$ cat config.mk
export PLATFORM = sky130hd
export DESIGN_NAME = cs_resolve
export DESIGN_NICKNAME = d
export VERILOG_FILES = /design/src/rtl/cs_resolve_pkg.sv /design/src/rtl/cs_digit_slice.sv /design/src/rtl/cs_resolve.sv
export SDC_FILE = /design/constraint.sdc
export NUM_CORES = 1
export LEC_CHECK = 0
export BUFFER_PORTS_ARGS = -buffer_cell sky130_fd_sc_hd__buf_2
export CAP_MARGIN = 30
export CORE_ASPECT_RATIO = 2
export CORE_MARGIN = 5
export CORE_UTILIZATION = 40
export CTS_CLUSTER_SIZE = 20
export DETAILED_ROUTE_END_ITERATION = 8
export PLACE_DENSITY = 0.59
export SYNTH_ARGS = -nofsm -noshare
export SYNTH_HDL_FRONTEND = slang
export SYNTH_SLANG_ARGS = --single-unit
export TNS_END_PERCENT = 5
$ cat constraint.sdc
create_clock -name clk -period 9 [get_ports clk]
set_clock_uncertainty 0.1 [all_clocks]
set_input_delay 1.35 -clock clk [delete_from_list [all_inputs] [get_ports clk]]
set_output_delay 1.35 -clock clk [all_outputs]
set_load 0.03 [all_outputs]
$ cat src/rtl/cs_resolve_pkg.sv
// Shared types and sizing helpers for the carry-save resolve stage.
// Optional range check is enabled with CS_RESOLVE_RANGE_CHECK_EN.
package cs_resolve_pkg;

   typedef enum logic [1:0] {
      IDLE = 2'd0,
      RUN  = 2'd1,
      HOLD = 2'd2
   } state_e;

   function automatic int ndig(input int k, input int w);
      return k / w;
   endfunction

   localparam int K_DEF = 8;
   localparam int W_DEF = 4;
   localparam int CNT_W = $clog2(ndig(K_DEF, W_DEF)) + 1;

endpackage

$ cat src/rtl/cs_digit_slice.sv
// One W-bit digit: carry-chain add of two words, then borrow-chain
// subtract of the modulus digit from that sum.
module cs_digit_slice #(
   parameter int W = 4
) (
   input  logic [W-1:0] s0_i,
   input  logic [W-1:0] s1_i,
   input  logic [W-1:0] n_i,
   input  logic         c_i,
   input  logic         b_i,
   output logic [W-1:0] sum_o,
   output logic [W-1:0] diff_o,
   output logic         c_o,
   output logic         b_o
);

   logic [W:0] add_w;
   logic [W:0] sub_w;

   always_comb begin
      add_w = {1'b0, s0_i} + {1'b0, s1_i} + (W+1)'(c_i);
      sub_w = {1'b0, add_w[W-1:0]} - {1'b0, n_i} - (W+1)'(b_i);
   end

   assign sum_o  = add_w[W-1:0];
   assign c_o    = add_w[W];
   assign diff_o = sub_w[W-1:0];
   assign b_o    = sub_w[W];

endmodule

$ cat src/rtl/cs_resolve.sv
// Digit-serial resolve of a carry-save pair into (s0 + s1) mod n.
// Define CS_RESOLVE_RANGE_CHECK_EN to add the t >= 2n range_err flag.
module cs_resolve
   import cs_resolve_pkg::*;
#(
   parameter int K = 8,
   parameter int W = 4
) (
   input  logic         clk,
   input  logic         rst,
   input  logic         ce,
   input  logic         start,
   input  logic [K-1:0] s0,
   input  logic [K-1:0] s1,
   input  logic [K-1:0] n,
   output logic         idle,
   output logic         valid,
   input  logic         ack,
   output logic [K-1:0] r
`ifdef CS_RESOLVE_RANGE_CHECK_EN
   ,
   output logic         range_err
`endif
);

   localparam int ND = ndig(K, W);
   localparam int CW = $clog2(ND) + 1;

   if (K % W != 0) begin : g_bad_w
      $error("cs_resolve: K must be a multiple of W");
   end

   state_e        state_q, state_d;
   logic [CW-1:0] cnt_q;
   logic          c_q, b_q;
   logic [K-1:0]  s0_q, s1_q, n_q;
   logic [K-1:0]  sum_q, diff_q, r_q;

   logic [W-1:0]  sum_dig, diff_dig;
   logic          c_d, b_d, last;
   logic [K-1:0]  sum_d, diff_d, sel_d;

   cs_digit_slice #(.W(W)) u_main (
      .s0_i   (s0_q[W-1:0]),
      .s1_i   (s1_q[W-1:0]),
      .n_i    (n_q[W-1:0]),
      .c_i    (c_q),
      .b_i    (b_q),
      .sum_o  (sum_dig),
      .diff_o (diff_dig),
      .c_o    (c_d),
      .b_o    (b_d)
   );

   assign last   = (cnt_q == CW'(ND - 1));
   assign sum_d  = (sum_q >> W) | (K'(sum_dig) << (K - W));
   assign diff_d = (diff_q >> W) | (K'(diff_dig) << (K - W));
   // Sum is only correct when t < n, i.e. no carry out and a net borrow
   assign sel_d  = (!c_d && b_d) ? sum_d : diff_d;

`ifdef CS_RESOLVE_RANGE_CHECK_EN
   logic         b2_q, msb_q, err_q;
   logic         b2_d, err_d;
   logic [W-1:0] twon_dig;
   logic [W-1:0] unused_s2, unused_d2;
   logic         unused_c2;

   assign twon_dig = (n_q[W-1:0] << 1) | W'(msb_q);

   cs_digit_slice #(.W(W)) u_twon (
      .s0_i   (sum_dig),
      .s1_i   ('0),
      .n_i    (twon_dig),
      .c_i    (1'b0),
      .b_i    (b2_q),
      .sum_o  (unused_s2),
      .diff_o (unused_d2),
      .c_o    (unused_c2),
      .b_o    (b2_d)
   );

   // Top bit of t is c_d, top bit of 2n is n[K-1]; t >= 2n iff no final borrow
   assign err_d = c_d ? !(n_q[W-1] && b2_d) : !(n_q[W-1] || b2_d);
   assign range_err = err_q;
`endif

   always_comb begin
      state_d = state_q;
      unique case (state_q)
         IDLE: if (start) state_d = RUN;
         RUN:  if (last) state_d = HOLD;
         HOLD: if (ack) state_d = IDLE;
         default: state_d = IDLE;
      endcase
   end

   always_ff @(posedge clk or posedge rst) begin
      if (rst) begin
         state_q <= IDLE;
      end else if (ce) begin
         state_q <= state_d;
      end
   end

   always_ff @(posedge clk or posedge rst) begin
      if (rst) begin
         cnt_q  <= '0;
         c_q    <= 1'b0;
         b_q    <= 1'b0;
         s0_q   <= '0;
         s1_q   <= '0;
         n_q    <= '0;
         sum_q  <= '0;
         diff_q <= '0;
         r_q    <= '0;
`ifdef CS_RESOLVE_RANGE_CHECK_EN
         b2_q   <= 1'b0;
         msb_q  <= 1'b0;
         err_q  <= 1'b0;
`endif
      end else if (ce) begin
         unique case (state_q)
            IDLE: begin
               if (start) begin
                  s0_q   <= s0;
                  s1_q   <= s1;
                  n_q    <= n;
                  c_q    <= 1'b0;
                  b_q    <= 1'b0;
                  cnt_q  <= '0;
                  sum_q  <= '0;
                  diff_q <= '0;
`ifdef CS_RESOLVE_RANGE_CHECK_EN
                  b2_q   <= 1'b0;
                  msb_q  <= 1'b0;
`endif
               end
            end
            RUN: begin
               s0_q   <= s0_q >> W;
               s1_q   <= s1_q >> W;
               n_q    <= n_q >> W;
               c_q    <= c_d;
               b_q    <= b_d;
               sum_q  <= sum_d;
               diff_q <= diff_d;
               cnt_q  <= cnt_q + CW'(1);
`ifdef CS_RESOLVE_RANGE_CHECK_EN
               b2_q   <= b2_d;
               msb_q  <= n_q[W-1];
`endif
               if (last) begin
                  r_q <= sel_d;
`ifdef CS_RESOLVE_RANGE_CHECK_EN
                  err_q <= err_d;
`endif
               end
            end
            HOLD: begin
`ifdef CS_RESOLVE_RANGE_CHECK_EN
               if (ack) err_q <= 1'b0;
`endif
            end
            default: ;
         endcase
      end
   end

   assign idle  = (state_q == IDLE);
   assign valid = (state_q == HOLD);
   assign r     = r_q;

endmodule
==> metrics.md, run 1 <==
| Metric | Value |
|---|---|
| Flop-to-flop setup slack | 5.44 ns |
| Finished Core Util | 0.476 |
| Crit path largest cell delay | 0.47 ns |
| Iteration-0 DRC Markers | 47 |
| Share of cells above drive strength 1 | 0.196 |
| Count of state elements after synthesis | 46 |
| Syn avg cell area | 9.80 µm² |
| I/O pin cnt | 39 |
| Storage element area | 1150 µm² |
| Slowest-stage cell, CP | fa_1 |
| Net count after synthesis | 276 |
| Worst r2r src | c_q$_DFFE_PP0P_ |
| Antenna cells | 0 |
| CTS tree | done |
| First-pass GRT wire length | 7.51 mm |
| Total grt overflow | 0 |
| Worst Hold Class | reg2reg |
| Cell count of the worst hold path | 2 |
| Worst skew pair latency | 0.29 ns |
| Final WL | 4.40 mm |
| Wire per inst | 13.2 µm |
| Status | complete, no violations |
| Post-route worst setup slack | 5.44 ns |
| Post-CTS setup buffer count | 0 |
| Clk root buf | clkbuf_16 |
| Arrival time worst endpoint | 3.68 ns |
| Antenna violations before repair | 0 |
| Cell depth of the worst flop-to-flop path | 12 |
| DRT Pass-1 Iters | 4 |
| Fmax | 281 MHz |
| CP required | 9.12 ns |
| Worst Hold Launch | r[3]$_DFFE_PP0P_ |
| HPWL Detailed | 3.32 mm |
| Period utilisation layout | 0.396 |
| CTS Hold Bufs | 0 |
| Hold EP | r[3]$_DFFE_PP0P_ |
| Synth cell types | 35 |
| Synth Instances | 235 |
| Hold Vio Cnt, Final | 0 |
| Largest net degree at the start of global routing | 61 |
| Clock-pin transition on the worst setup and hold timing paths | 0.06 ns |
| Crit path time final | 3.56 ns |
| Cell row count | 39 |
| Core ar. | 5660 µm² |
| # resized after CTS | 0 |
| Final TNS setup | 0 ns |
| CP Cell Sequence | inv_1 -> fa_1 -> fa_1 -> xor2_1 -> ha_1 -> inv_1 -> ha_1 -> a21boi_0 -> o22ai_1 -> nand3b_1 -> mux2_4 -> o21ai_2 |
| CP Class | reg2reg |
| Synthesis-to-finish area growth | 17.0% |
| Setup crit end kind | flop |
| Fin nets | 311 |
| Die area | 7460 µm² |
| VDD IR max | 0.241 mV |
| Worst hold slack | 0.373 ns |
| Power Total | 1200 µW |
| DRC violations left | 0 |
| Vias per cell | 4.98 |
| Warnings, synthesis | 0 |
| Vias in the first global route | 1679 |
| GRT Overall Usage | 0.131 |
| RSZ-0062 raised after global routing | false |
| Worst path top cell family by delay | adder cells |
| Leak | 0.00135 µW |
| Fillers | 584 |
| Chip width | 63.6 µm |
| Die Ht | 117 µm |
| GP Congestion | 0.821 |
| Vias post-DR | 1655 |
| MaxCap Viol Count | 0 |
| Clock buffer depth | 2 |
| R2r endpoint | r[6]$_DFFE_PP0P_ |
| H-tree depth | 2 |
| Initial core utilization | 0.407 |
| Buffers & Inverters on Critical Path | 2 |
| CP startpoint kind | flop |
| Setup WS pre-CTS | 5.42 ns |
| Cell area after synthesis | 2300 µm² |
| Least-Margin Pin Slew | 0.869 ns |
| Input/output buffers | 38 |
| Final setup viols | 0 |
| Final Slew Violations | 0 |
| CTS Sinks | 46 |
| Seq/Total Area, Yosys | 0.500 |
| Total CTS buffers | 5 |
| Antenna-violating nets left | 0 |
| PD cells | 444 nW/µm² |
| Critical-path maximum fanout | 10 |
| Multi-input logic area | 1010 µm² |
| Max-slew headroom | 0.418 |
## layout by cell type (no fill, tap or decap), types with 2 or more instances in the layout
| master | instances |
|---|---|
| nand2_1 | 56 |
| nor2b_1 | 3 |
| a22o_1 | 3 |
| inv_1 | 16 |
| o21ai_0 | 38 |
| dfrtp_1 | 46 |
| nor2_1 | 4 |
| ha_1 | 8 |
| clkbuf_16 | 5 |
| fa_1 | 4 |
| o21ai_1 | 4 |
| o22ai_1 | 2 |
| mux2i_1 | 17 |
| xor2_1 | 3 |
| clkinvlp_4 | 2 |
| buf_2 | 38 |
## worst register-to-register path, cell delays in order, from the launching register on
cell and delay [ns]:
dfrtp_1 0.35, inv_1 0.06, fa_1 0.47, fa_1 0.41, xor2_1 0.27, ha_1 0.20
inv_1 0.04, ha_1 0.31, a21boi_0 0.14, o22ai_1 0.17, nand3b_1 0.43, mux2_4 0.45
o21ai_2 0.10
## cells in the mapped netlist
cell type	number	area, µm²
a21boi_0	1	7.51
a21oi_1	1	5.00
a221o_1	1	10.0
a22o_1	3	26.3
a31oi_1	1	6.26
and2_1	1	6.26
and3b_1	1	8.76
buf_2	1	5.00
buf_4	1	7.51
buf_6	3	33.8
clkbuf_1	7	26.3
dfrtp_1	46	1150
fa_1	4	80.1
ha_1	8	100
inv_1	17	63.8
mux2_4	1	15.0
mux2i_1	17	170
nand2_1	56	210
nand2_4	1	11.3
nand3b_1	1	7.51
nand4_1	1	6.26
nor2_1	4	15.0
nor2b_1	3	18.8
nor2b_2	1	8.76
nor3_1	1	5.00
nor3b_1	1	7.51
o211ai_1	1	7.51
o21ai_0	38	190
o21ai_1	4	20.0
o21ai_2	1	8.76
o22ai_1	2	12.5
o311ai_1	1	8.76
or2_1	1	6.26
xnor2_1	1	8.76
xor2_1	3	26.3
## routing by layer
layer	routed length [µm]	vias to the layer above	GRT usage
li1	-	854	-
met1	1650	768	0.127
met2	2470	25	0.248
met3	177	8	0.0353
met4	100	0	0.0624
met5	0	-	0
## logic make-up after synthesis
group,synth area share
buffers and inverters,0.0592
muxes,0.0804
and+or+nand+nor,0.135
AOI/OAI and AO/OA,0.132
adders and majority gates,0.0783
DFF,0.500
xor gates and xnor gates,0.0152
## area by class of cell
type,count,share of cell area
clock inverter,3,0.0167
tap,61,0.0283
inverter,17,0.0237
timing repair buffer,40,0.0808
sequential,46,0.427
multi-input combinational,160,0.377
clock buffer,5,0.0464
## worst max-delay path by stage
| stage | from | endpoint | slack (ns) | depth (start not counted) |
|---|---|---|---|---|
| 4_1_cts | c_q$_DFFE_PP0P_ | r[6]$_DFFE_PP0P_ | 5.38 | 12 |
| 6_report | c_q$_DFFE_PP0P_ | r[6]$_DFFE_PP0P_ | 5.44 | 12 |
| 2_1_floorplan | c_q$_DFFE_PP0P_ | r[6]$_DFFE_PP0P_ | 6.02 | 13 |
| 3_5_place_dp | c_q$_DFFE_PP0P_ | r[6]$_DFFE_PP0P_ | 5.42 | 12 |
| 5_1_grt | c_q$_DFFE_PP0P_ | r[6]$_DFFE_PP0P_ | 5.19 | 12 |
| 3_3_place_gp | c_q$_DFFE_PP0P_ | r[6]$_DFFE_PP0P_ | 5.51 | 12 |
## registers in the layout, indices dropped and copies added (netlist names)
name and cells:
sum_q 4, b_q 1, state_q 2, s0_q 8
s1_q 8, diff_q 4, cnt_q 2, r 8
c_q 1, n_q 8
## through the flow
step | instances | area, µm²
after floorplan | 235 | 2300
after global placement | 323 | 2500
after detailed placement | 324 | 2520
after CTS | 332 | 2690
after global routing | 332 | 2690
final | 332 | 2690
## report_power, final
group | total (µW) | switching [µW] | leakage [µW] | internal, µW
Clock | 210 | 79.2 | 0.0000760 | 131
Sequential | 340 | 47.8 | 0.000593 | 293
Combinational | 646 | 372 | 0.000683 | 274
Note: power is estimated with default switching activity, not from simulation.
==> run 2, diff against run 1 <==
--- a/config.mk
+++ b/config.mk
@@ -12,7 +12,7 @@
 export CORE_UTILIZATION = 40
 export CTS_CLUSTER_SIZE = 20
 export DETAILED_ROUTE_END_ITERATION = 8
-export PLACE_DENSITY = 0.59
+export PLACE_DENSITY = 0.61
 export SYNTH_ARGS = -nofsm -noshare
 export SYNTH_HDL_FRONTEND = slang
 export SYNTH_SLANG_ARGS = --single-unit
==> constraint.sdc (replaced) <==
create_clock -name clk -period 3.24 [get_ports clk]
set_clock_uncertainty 0.1 [all_clocks]
set_input_delay 0.486 -clock clk [delete_from_list [all_inputs] [get_ports clk]]
set_output_delay 0.486 -clock clk [all_outputs]
set_load 0.03 [all_outputs]
==> run 2 against run 1 <==
- setup slack got worse by 5.3 ns
- non-clock buffer count is 8 higher
- flip-flop and latch count is the same
- combinational power increased to 3.4 times the previous value
- power grew to 3.1 times the previous value
- core utilization grew 1.5 points
- via count up 3.5%
- final cell count up 2.4%
- largest cell class unchanged
- sequential share of layout area is 1.3 points lower
- maximum frequency up 13%
- global-route usage grew 0.43 points
- register-to-register slack got worse by 5.3 ns
==> metrics.md, run 2 (synthesis results as in run 1) <==
| Metric | Value |
|---|---|
| Vias in the first global route | 1791 (was 1679) |
| Synthesis-to-finish area growth | 20.8% (was 17.0%) |
| CP required | 3.30 ns (was 9.12 ns) |
| Fin nets | 319 (was 311) |
| Fmax | 318 MHz (was 281 MHz) |
| DRC violations left | 0 (unchanged) |
| Gate power share | 0.603 (was 0.540) |
| Setup crit end kind | flop (unchanged) |
| Vias post-DR | 1713 (was 1655) |
| H-tree depth | 2 (unchanged) |
| CTS Sinks | 46 (unchanged) |
| Commonest non-fill, non-tap cell in the layout | nand2_1 (unchanged) |
| Total grt overflow | 0 (unchanged) |
| Share of cells above drive strength 1 | 0.247 (was 0.196) |
| Total CTS buffers | 5 (unchanged) |
| CTS tree | done (unchanged) |
| Least-Margin Pin Slew | 0.523 ns (was 0.869 ns) |
| Largest net degree at the start of global routing | 61 (unchanged) |
| Chip width | 63.6 µm (unchanged) |
| VDD IR max | 0.760 mV (was 0.241 mV) |
| Wire per inst | 13.9 µm (was 13.2 µm) |
| Core ar. | 5660 µm² (unchanged) |
| CP Class | reg2reg (unchanged) |
| GP Congestion | 0.862 (was 0.821) |
| Cell row count | 39 (unchanged) |
| Max-slew headroom | 0.651 (was 0.418) |
| Arrival time worst endpoint | 3.20 ns (was 3.68 ns) |
| Fin area | 2780 µm² (was 2690 µm²) |
| Clock buffer depth | 2 (unchanged) |
| Antenna-violating nets left | 0 (unchanged) |
| Clock share of power | 0.138 (was 0.176) |
| Crit path time final | 3.15 ns (was 3.56 ns) |
| DP Cell Count | 329 (was 324) |
| Die Ht | 117 µm (unchanged) |
| Power Total | 3660 µW (was 1200 µW) |
| MaxCap Viol Count | 0 (unchanged) |
| Worst r2r src | c_q$_DFFE_PP0P_ (unchanged) |
| Initial core utilization | 0.407 (unchanged) |
| R2r endpoint | r[1]$_DFFE_PP0P_ (was r[6]$_DFFE_PP0P_) |
| PD cells | 1320 nW/µm² (was 444 nW/µm²) |
| Vias per cell | 5.04 (was 4.98) |
| Final WL | 4.73 mm (was 4.40 mm) |
| DRT Pass-1 Iters | 4 (unchanged) |
| Period utilisation layout | 0.971 (was 0.396) |
| Most frequent cells in the layout | nand2_1, dfrtp_1, buf_2 (was nand2_1, dfrtp_1, o21ai_0, buf_2, mux2i_1) |
| Fin cells | 340 (was 332) |
| Sw frac | 0.415 (was 0.417) |
| Flop-to-flop setup slack | 0.09 ns (was 5.44 ns) |
| Worst hold slack | 0.133 ns (was 0.373 ns) |
| Sequential share of power | 0.259 (was 0.284) |
| Antenna violations before repair | 0 (unchanged) |
| Iteration-0 DRC Markers | 44 (was 47) |
| I/O pin cnt | 39 (unchanged) |
| Internal power | 2140 µW (was 697 µW) |
| Antenna cells | 0 (unchanged) |
| Cell depth of the worst flop-to-flop path | 13 (was 12) |
| Die area | 7460 µm² (unchanged) |
| Final Slew Violations | 0 (unchanged) |
| Hold Vio Cnt, Final | 0 (unchanged) |
| First-pass GRT wire length | 7.94 mm (was 7.51 mm) |
| Clk root buf | clkbuf_16 (unchanged) |
| Input/output buffers | 38 (unchanged) |
| Post-DP Area | 2560 µm² (was 2520 µm²) |
| Sw power | 1520 µW (was 499 µW) |
| CP startpoint kind | flop (unchanged) |
| GRT Overall Usage | 0.135 (was 0.131) |
| Leak | 0.00140 µW (was 0.00135 µW) |
| Critical-path maximum fanout | 5 (was 10) |
| Final setup viols | 0 (unchanged) |
| HPWL Detailed | 3.60 mm (was 3.32 mm) |
| Clock-pin transition on the worst setup and hold timing paths | 0.06 ns (about the same) |
| Worst Hold Class | in2async (was reg2reg) |
| Worst skew pair latency | 0.28 ns (was 0.29 ns) |
| Status | complete, no violations (unchanged) |
run 2: timing repair:
item,4_1_cts,5_1_grt
endpoints found under the hold margin,0,0
pin swaps,4,5
gates resized for setup,7,7
setup buffers,2,1
hold buffers,0,0
setup endpoints to repair,8,8
run 2: routing by layer:
metal | global-route usage | share of wire | vias up
met3 | 0.0258 | 0.028 | 9
met1 | 0.132 | 0.36 | 810
li1 | - | - | 868
met4 | 0.0555 | 0.025 | 0
met2 | 0.268 | 0.59 | 26
met5 | 0 | 0 | -
run 2: power by group through the flow:
stage / registers [µW] / logic, µW / clock network, µW
2_1_floorplan: 1010 / 1470 / 0
3_3_place_gp: 950 / 1930 / 0
3_5_place_dp: 960 / 1990 / 0
4_1_cts: 949 / 2130 / 514
5_1_grt: 985 / 2420 / 540
6_report: 950 / 2210 / 504
run 2: critical path, cell delays in order (launching register included):
cell and delay, ns:
dfrtp_1 0.34, inv_1 0.06, fa_2 0.41, fa_2 0.39, xor2_2 0.19, ha_1 0.17, inv_1 0.04, ha_1 0.31
a21boi_2 0.18, o22ai_2 0.14, nand3b_1 0.23, buf_6 0.21, mux2i_1 0.15, o21ai_1 0.08
run 2: worst max path at each step:
stage	startpoint	end	slack, ns	depth (start not counted)
6_report	c_q$_DFFE_PP0P_	r[1]$_DFFE_PP0P_	0.09	13
5_1_grt	c_q$_DFFE_PP0P_	r[1]$_DFFE_PP0P_	-0.01	13
4_1_cts	c_q$_DFFE_PP0P_	r[1]$_DFFE_PP0P_	0.008	13
3_5_place_dp	c_q$_DFFE_PP0P_	r[1]$_DFFE_PP0P_	-0.13	13
3_3_place_gp	c_q$_DFFE_PP0P_	r[2]$_DFFE_PP0P_	0.004	13
2_1_floorplan	c_q$_DFFE_PP0P_	r[6]$_DFFE_PP0P_	0.26	13
run 2: area by class of cell:
type	count	area (µm²)
repair buffers	48	282
fillers	556	2880
well taps	61	76.3
inverters	17	63.8
multi-input cells	160	1060
clock inverters	1	5.00
flip-flops and latches	46	1150
clock buffers	7	143
run 2: through the flow:
stage,utilization,setup WS [ns],setup TNS [ns]
finish,0.491,0.0946,0
global route,0.491,-0.0149,-0.0270
CTS,0.485,0.00764,0
detailed placement,0.452,-0.126,-0.550
global placement,0.449,0.00415,0
floorplan,-,0.257,0
